[src/rtl/line_pingpong_ctrl.sv]
// line_pingpong_ctrl: runs one 2048x8 dual-port RAM as a two-bank ping-pong line buffer
// with a valid/ready output stream fed through a 2-entry FIFO.
module line_pingpong_ctrl #(
  parameter int DATA_W = 8,
  parameter int ADDR_W = 11,
  parameter int LINE_MAX = 1024
) (
  input  logic              clk,
  input  logic              rst_n,
  input  logic              s_valid,
  input  logic [DATA_W-1:0] s_data,
  input  logic              s_last,
  output logic              s_ready,
  output logic              m_valid,
  output logic [DATA_W-1:0] m_data,
  output logic              m_last,
  input  logic              m_ready,
  output logic              ram_wr_en,
  output logic [ADDR_W-1:0] ram_wr_addr,
  output logic [DATA_W-1:0] ram_wr_data,
  output logic [ADDR_W-1:0] ram_rd_addr,
  input  logic [DATA_W-1:0] ram_rd_data,
  output logic              trunc_err
);
  localparam int CW = ADDR_W - 1;
  // bit 1 of the write state is s_ready, so the output comes straight from a flop
  typedef enum logic [1:0] {W_INIT = 2'b00, W_WAIT = 2'b01, W_FILL = 2'b10, W_DROP = 2'b11} w_state_t;
  typedef enum logic {R_IDLE, R_RUN} r_state_t;
  w_state_t w_state, w_next;
  r_state_t r_state, r_next;
  logic wr_bank, rd_bank, infl, infl_last, wp, rp;
  logic [CW-1:0] wr_cnt, rd_cnt;
  logic [1:0] full, full_n, fcnt;
  logic [ADDR_W-1:0] len [2];
  logic [DATA_W:0] fifo [2];
  logic acc, line_end, issue, rd_end, pop;

  assign acc = s_valid && s_ready;
  assign line_end = acc && w_state == W_FILL && (s_last || wr_cnt == CW'(LINE_MAX - 1));
  assign pop = m_valid && m_ready;
  // a pop in the same cycle frees a slot, which keeps the stream at one beat per cycle
  assign issue = r_state == R_RUN && ({1'b0, fcnt} + {2'b0, infl}) < ({2'b0, pop} + 3'd2);
  assign rd_end = issue && ADDR_W'(rd_cnt) == len[rd_bank] - ADDR_W'(1);

  always_comb begin
    full_n = full;
    if (rd_end) full_n[rd_bank] = 1'b0;
    if (line_end) full_n[wr_bank] = 1'b1;
  end

  always_ff @(posedge clk or negedge rst_n) begin
    if (!rst_n) begin
      w_state <= W_INIT;
      r_state <= R_IDLE;
    end else begin
      w_state <= w_next;
      r_state <= r_next;
    end
  end

  always_comb begin
    w_next = w_state;
    case (w_state)
      W_INIT: w_next = W_FILL;
      W_FILL: if (line_end) w_next = !s_last ? W_DROP : full_n[!wr_bank] ? W_WAIT : W_FILL;
      W_DROP: if (acc && s_last) w_next = full_n[wr_bank] ? W_WAIT : W_FILL;
      W_WAIT: if (!full[wr_bank]) w_next = W_FILL;
    endcase
    r_next = r_state == R_IDLE ? (full[rd_bank] ? R_RUN : R_IDLE) : (rd_end ? R_IDLE : R_RUN);
  end

  always_comb begin
    s_ready = w_state[1];
    ram_wr_en = acc && w_state == W_FILL;
    ram_wr_addr = {wr_bank, wr_cnt};
    ram_wr_data = s_data;
    trunc_err = line_end && !s_last;
    ram_rd_addr = {rd_bank, rd_cnt};
    m_valid = fcnt != 2'd0;
    m_data = fifo[rp][DATA_W-1:0];
    m_last = m_valid && fifo[rp][DATA_W];
  end

  always_ff @(posedge clk or negedge rst_n) begin
    if (!rst_n) begin
      full <= '0;
      wr_bank <= 1'b0;
      rd_bank <= 1'b0;
      wr_cnt <= '0;
      rd_cnt <= '0;
      len[0] <= '0;
      len[1] <= '0;
      infl <= 1'b0;
      infl_last <= 1'b0;
      fifo[0] <= '0;
      fifo[1] <= '0;
      wp <= 1'b0;
      rp <= 1'b0;
      fcnt <= '0;
    end else begin
      full <= full_n;
      if (ram_wr_en) wr_cnt <= line_end ? '0 : wr_cnt + CW'(1);
      if (line_end) begin
        len[wr_bank] <= ADDR_W'(wr_cnt) + ADDR_W'(1);
        wr_bank <= !wr_bank;
      end
      if (r_state == R_IDLE) rd_cnt <= '0;
      else if (issue) rd_cnt <= rd_cnt + CW'(1);
      if (rd_end) rd_bank <= !rd_bank;
      infl <= issue;
      infl_last <= rd_end;
      if (infl) begin
        fifo[wp] <= {infl_last, ram_rd_data};
        wp <= !wp;
      end
      if (pop) rp <= !rp;
      fcnt <= fcnt + {1'b0, infl} - {1'b0, pop};
    end
  end
endmodule

[config.mk]
export PLATFORM = sky130hd
export DESIGN_NAME = line_pingpong_ctrl
export DESIGN_NICKNAME = d
export VERILOG_FILES = /design/src/rtl/line_pingpong_ctrl.sv
export SDC_FILE = /design/constraint.sdc
export NUM_CORES = 1
export LEC_CHECK = 0
export ABC_AREA = 1
export CORE_MARGIN = 2
export CORE_UTILIZATION = 54
export DETAILED_ROUTE_END_ITERATION = 8
export HOLD_SLACK_MARGIN = 0.08
export PLACE_DENSITY = 0.78
export SKIP_CTS_REPAIR_TIMING = 1
export SLEW_MARGIN = 15
export SYNTH_ARGS = -nofsm -noshare
export SYNTH_HDL_FRONTEND = slang
export SYNTH_SLANG_ARGS = --single-unit
[constraint.sdc]
create_clock -name clk -period 2.6 [get_ports clk]
set_input_delay 0.52 -clock clk [delete_from_list [all_inputs] [get_ports clk]]
set_output_delay 0.52 -clock clk [all_outputs]
set_load 0.02 [all_outputs]
==> Word-level counts from Yosys, hierarchy flattened <==
Cells that the tools add are included.
{ "op_classes": {"n_addsub": 8, "mul": 0, "div_mod_pow": 0, "magnitude_cmp": 12, "eq_ne": 9, "shift": 0, "muxes": 39, "n_bitwise": 7, "reduce_logical": 22} }
{ "ops": {"columns": ["cell", "count"], "rows": [
  ["$mux 11", 4],
  ["$mux 9", 4],
  ["$mux 10", 3],
  ["$bwmux 22", 1],
  ["$add 10x1->10 const B", 2],
  ["$bwmux 18", 1],
  ["$mux 2", 8],
  ["$logic_and 1x1->1", 13],
  ["$mux 1", 13],
  ["$add 10x1->11 const B", 1],
  ["$demux 11 s1", 1],
  ["$eq 10x11->1", 1],
  ["$sub 11x1->11 const B", 1],
  ["$eq 10x10->1 const B", 1],
  ["$demux 9 s1", 1],
  ["$ge 2x2->1 const B", 4],
  ["$not 1->2", 4],
  ["$pmux 2 s4", 1],
  ["$lt 1x2->1 const B", 3],
  ["$ne 2x2->1 const B", 3],
  ["$logic_not 1->1", 5],
  ["$eq 2x2->1 const B", 2],
  ["$lt 2x1->1 const B", 2],
  ["$add 1x2->3 const B", 1],
  ["other kinds (15)", 17]
]} }
{ "totals": {"regBits": 73, "latchBits": 0, "ram_bits": 0, "rom_bits": 0, "in_bits": 21, "out_inout_bits": 43, "word_cells": 113, "n_memories": 0} }

==> Depth between registers and ports, before layout <==
Gate-level depths: netlist of the first run.
{ "depth": {"depth_word": 16, "depth_mapped": 20} }

==> Least setup slack after synthesis of the first run <==
No wires, ideal clock.
{ "synth_timing": {"kind": "reg2out", "from": "reg wr_cnt[0]", "to": "out trunc_err", "t_arrival_ps": 1875, "required_ps": 2080, "setup_slack_ps": 205, "path_stages_with_launch": 12, "path_buffers": 0, "path_cell_list": "dfrtp_1 ha_1 nand3_1 nor2_1 nand2_1 nor3_4 nand3_2 nand2_1 inv_2 nor2_4 inv_2 nor2_1"} }
{ "synth_between": {"elab_chain_len": 4} }
{ "synth_rtl": {"columns": ["item", "line_no", "source"], "rows": [
  ["start, declared", "32", "logic [CW-1:0] wr_cnt, rd_cnt;"],
  ["start signal, assigned", "102", "if (ram_wr_en) wr_cnt <= line_end ? '0 : wr_cnt + CW'(1);"],
  ["$eq 10x10->1", "39", "assign line_end = acc && w_state == W_FILL && (s_last || wr_cnt == CW'(LINE_MAX - 1));"],
  ["$logic_or 1x1->1", "39", null],
  ["$logic_and 1x1->1", "39", null],
  ["$logic_and 1x1->1", "77", "trunc_err = line_end && !s_last;"],
  ["end, declared", "23", "output logic trunc_err"]
]} }
No other way between the ends.

==> Worst setup path after layout of the first run <==
{ "layout_timing": {"from": "reg wr_cnt[1]", "to": "out trunc_err"} }
Same word-level chain as after synthesis.

==> qor.txt, run 1 <==
post-synthesis simple-gate area fraction: 0.302
Critical Path Fanout Max: 2
Initial Util: 0.564
largest net degree at the start of global routing: 48
Worst R2R Start: rd_bank
I/O pin cnt: 64
total track usage: 0.230
Min-Delay Path Class: input pin to async pin
Routability Congestion: 0.951
Max clock buf depth: 2
CTS tree: done
EDFF count, synth: 0
Crit path largest cell delay: 0.35 ns
Max Slew Vio Count: 0
first-pass GRT wire length: 15,800 um
Routed WL per cell: 12.7 um
Chip Width: 91.7 um
clk_lat worst skew: 0.35 ns
Syn Area/Cell: 7.65 um2
CP required: 2.08 ns
fraction of layout cells with a size suffix above 1: 0.165
Post-synth ARST share: 1.00
Layout Area Growth over Synthesis: 23.4%
Synth Register Bits: 73
H-tree depth: 3
worst path bufs/invs: 3
grt ovf: 0
largest family of logic cells by synthesized area: simple AND/OR/NAND/NOR gates
initial antenna violation count: 0
Worst path depth: 12
DRT Wirelength: 9000 um
total CTS buffers: 9
Sink Count: 73
detail-routed via count per cell: 5.12
Final ANT Viol Nets: 0
DRT Pass-1 Iters: 5
library cells used by synthesis: 35
Final Cycle Share: 0.969
post-synthesis mux area share: 0
min Tclk post-route: 2.52 ns
synthesized cell area: 4160 um2
vias in the first global route: 3,513
Port Buffers: 47
clock root cell: clkbuf_8
Mapped Cells: 543
total power: 7.09 mW
syn_nets: 571
Post-Synth XOR/XNOR Area: 0.0358
Slowest cell on crit path: dfrtp_1
critical path class: flop to output port
fill cell count: 577
Vias: 3,643
max_cap viols: 0
synthesized-area fraction occupied by adder cells: 0.0211
top post-synthesis cells by area: dfrtp_1 44%, nand2_1 17%, inv_1 6.2%
Yosys top cell area share: 0.439
num rows: 31
nature of the critical path startpoint: flop
Hold WS: 0.175 ns
# diodes: 0
r2r endpoint: w_state[0]
Die ar.: 8420 um2
Seq/Total Area, Yosys: 0.439
Final nets: 635
final clock skew: 0.00906 ns
Std-Cell Core Area: 7370 um2
top_reg_cell synth: dfrtp_1
delay-heaviest family, CP: simple AND/OR/NAND/NOR gates
FMAX: 0.397 GHz
worst reg2reg path depth: 20
Residual DRC: 0
Worst VDD drop: 0.724 mV
Worst-path clk slew: 0.08 ns
Detailed Place HPWL: 6500 um
PwrDens: 1380 nW/um2
Placement Cell Area: 4760 um2
status: finished clean
Finished Layout Cells: 711
dpl cells: 688
worst path cell trace: ha_1 > nand3_1 > nor2_1 > nand2_1 > nor3_4 > nand3_2 > nand2_1 > inv_2 > nor2_4 > inv_2 > nor2_1 > clkbuf_2
Yosys top cell by area: dfrtp_1
Worst Setup End Kind: output port
Hold Vio Cnt, Final: 0
Worst Path Arrival: 2.00 ns
DR iter-0 viols: 183
Worst R2R Setup Slack: 0.09 ns
worst slew pin tran: 0.614 ns
post-synthesis compound-gate area fraction: 0.0960
yosys warns: 0
Finished Cell Area: 5130 um2
RSZ-0062 raised after global routing: yes
Rel. slew slack: 0.590
LEAKAGE: 2.56 nW
die height: 91.7 um
setup violators final: 0
==> cells by family after synthesis <==
logic type                 after synthesis
and+or+nand+nor                        274
buffers and inverters                   97
AOI/OAI and AO/OA                       75
DFF                                     73
xor gates and xnor gates                17
adders and majority gates                7
==> cell usage after synthesis (4+ instances only) <==
library cell  number
xor2_1            15
nor3_1             4
nor2_2             8
nand2_2            7
inv_1             69
o21ai_0           47
nor2_4             5
nand3_1           25
nand3_2            7
inv_2              5
nand2_1          183
o21ai_1            7
buf_4             11
a21oi_1            8
o22ai_1            9
ha_1               7
nand4_1            4
clkbuf_1           6
nand2_4            4
dfrtp_1           73
nor2_1            22
==> registers in the layout (all words and copies together), names as in the netlist <==
| name | flops |
|---|---|
| fcnt | 2 |
| fifo | 18 |
| full | 2 |
| infl | 1 |
| infl_last | 1 |
| len | 22 |
| r_state | 1 |
| rd_bank | 1 |
| rd_cnt | 10 |
| rp | 1 |
| w_state | 2 |
| wp | 1 |
| wr_bank | 1 |
| wr_cnt | 10 |
==> layout make-up <==
type / instances / area [um2] / area share
Clock inverter: 5 / 104 / 0.0202
Timing Repair Buffer: 74 / 682 / 0.133
Sequential cell: 73 / 1830 / 0.356
Multi-Input combinational cell: 373 / 1980 / 0.385
Tap cell: 99 / 124 / 0.0241
Inverter: 76 / 285 / 0.0556
Clock buffer: 11 / 131 / 0.0256
==> layout by cell type (no fill, tap or decap), types with 2 or more instances in the layout <==
master,Yosys,layout
nor3_2,1,2
nor2_4,5,6
buf_4,11,25
a21oi_1,8,8
clkbuf_1,6,2
nand4_1,4,4
nand2_1,183,174
nor2_2,8,8
inv_1,69,68
o21ai_1,7,7
clkbuf_8,0,9
nand3_1,25,21
nor2_1,22,21
nand2_4,4,6
nor3_1,4,3
clkinv_1,2,2
nand3_2,7,10
xor2_1,15,15
o22ai_1,9,9
dfrtp_1,73,73
nand2_2,7,14
ha_1,7,6
inv_2,5,6
clkdlybuf4s50_1,0,44
bufinv_16,0,3
xnor2_1,2,2
o21ai_0,47,47
==> worst max-delay path by stage <==
stage | start | to | slack [ns]
detailed placement | s_valid | trunc_err | -0.04
finish | wr_cnt[1] | trunc_err | 0.08
global route | wr_cnt[1] | trunc_err | -0.07
global placement | s_valid | trunc_err | 0.03
floorplan | wr_cnt[0] | trunc_err | 0.20
CTS | wr_cnt[1] | trunc_err | -0.37
==> stage by stage <==
| step | TNS [ns] | util | setup slack (ns) |
|---|---|---|---|
| final | 0 | 0.696 | 0.0808 |
| after global routing | -0.183 | 0.696 | -0.0726 |
| after CTS | -0.369 | 0.677 | -0.369 |
| after detailed placement | -0.0380 | 0.645 | -0.0380 |
| after global placement | 0 | 0.645 | 0.0255 |
| after floorplan | 0 | - | 0.205 |
==> routing by layer <==
layer | wire (um) | part of all wire | track usage
met1 | 4190 | 0.47 | 0.313
met2 | 4290 | 0.48 | 0.371
met3 | 362 | 0.040 | 0.0337
met4 | 147 | 0.016 | 0.0920
met5 | 0 | 0 | 0
==> report_power, final <==
part,switching [mW],internal (mW),total (mW)
clock,0.419,0.638,1.06
combinational,2.47,1.64,4.11
sequential,0.345,1.58,1.92
(Power assumes the default switching activity.)
==> run 2, diff against run 1 <==
--- a/config.mk
+++ b/config.mk
@@ -8,6 +8,7 @@
 export ABC_AREA = 1
 export CORE_MARGIN = 2
 export CORE_UTILIZATION = 54
+export CTS_CLUSTER_DIAMETER = 30
 export DETAILED_ROUTE_END_ITERATION = 8
 export HOLD_SLACK_MARGIN = 0.08
 export PLACE_DENSITY = 0.78
==> results of run 2 <==
No change in the layout: final DEF, timing and power equal those of run 1.
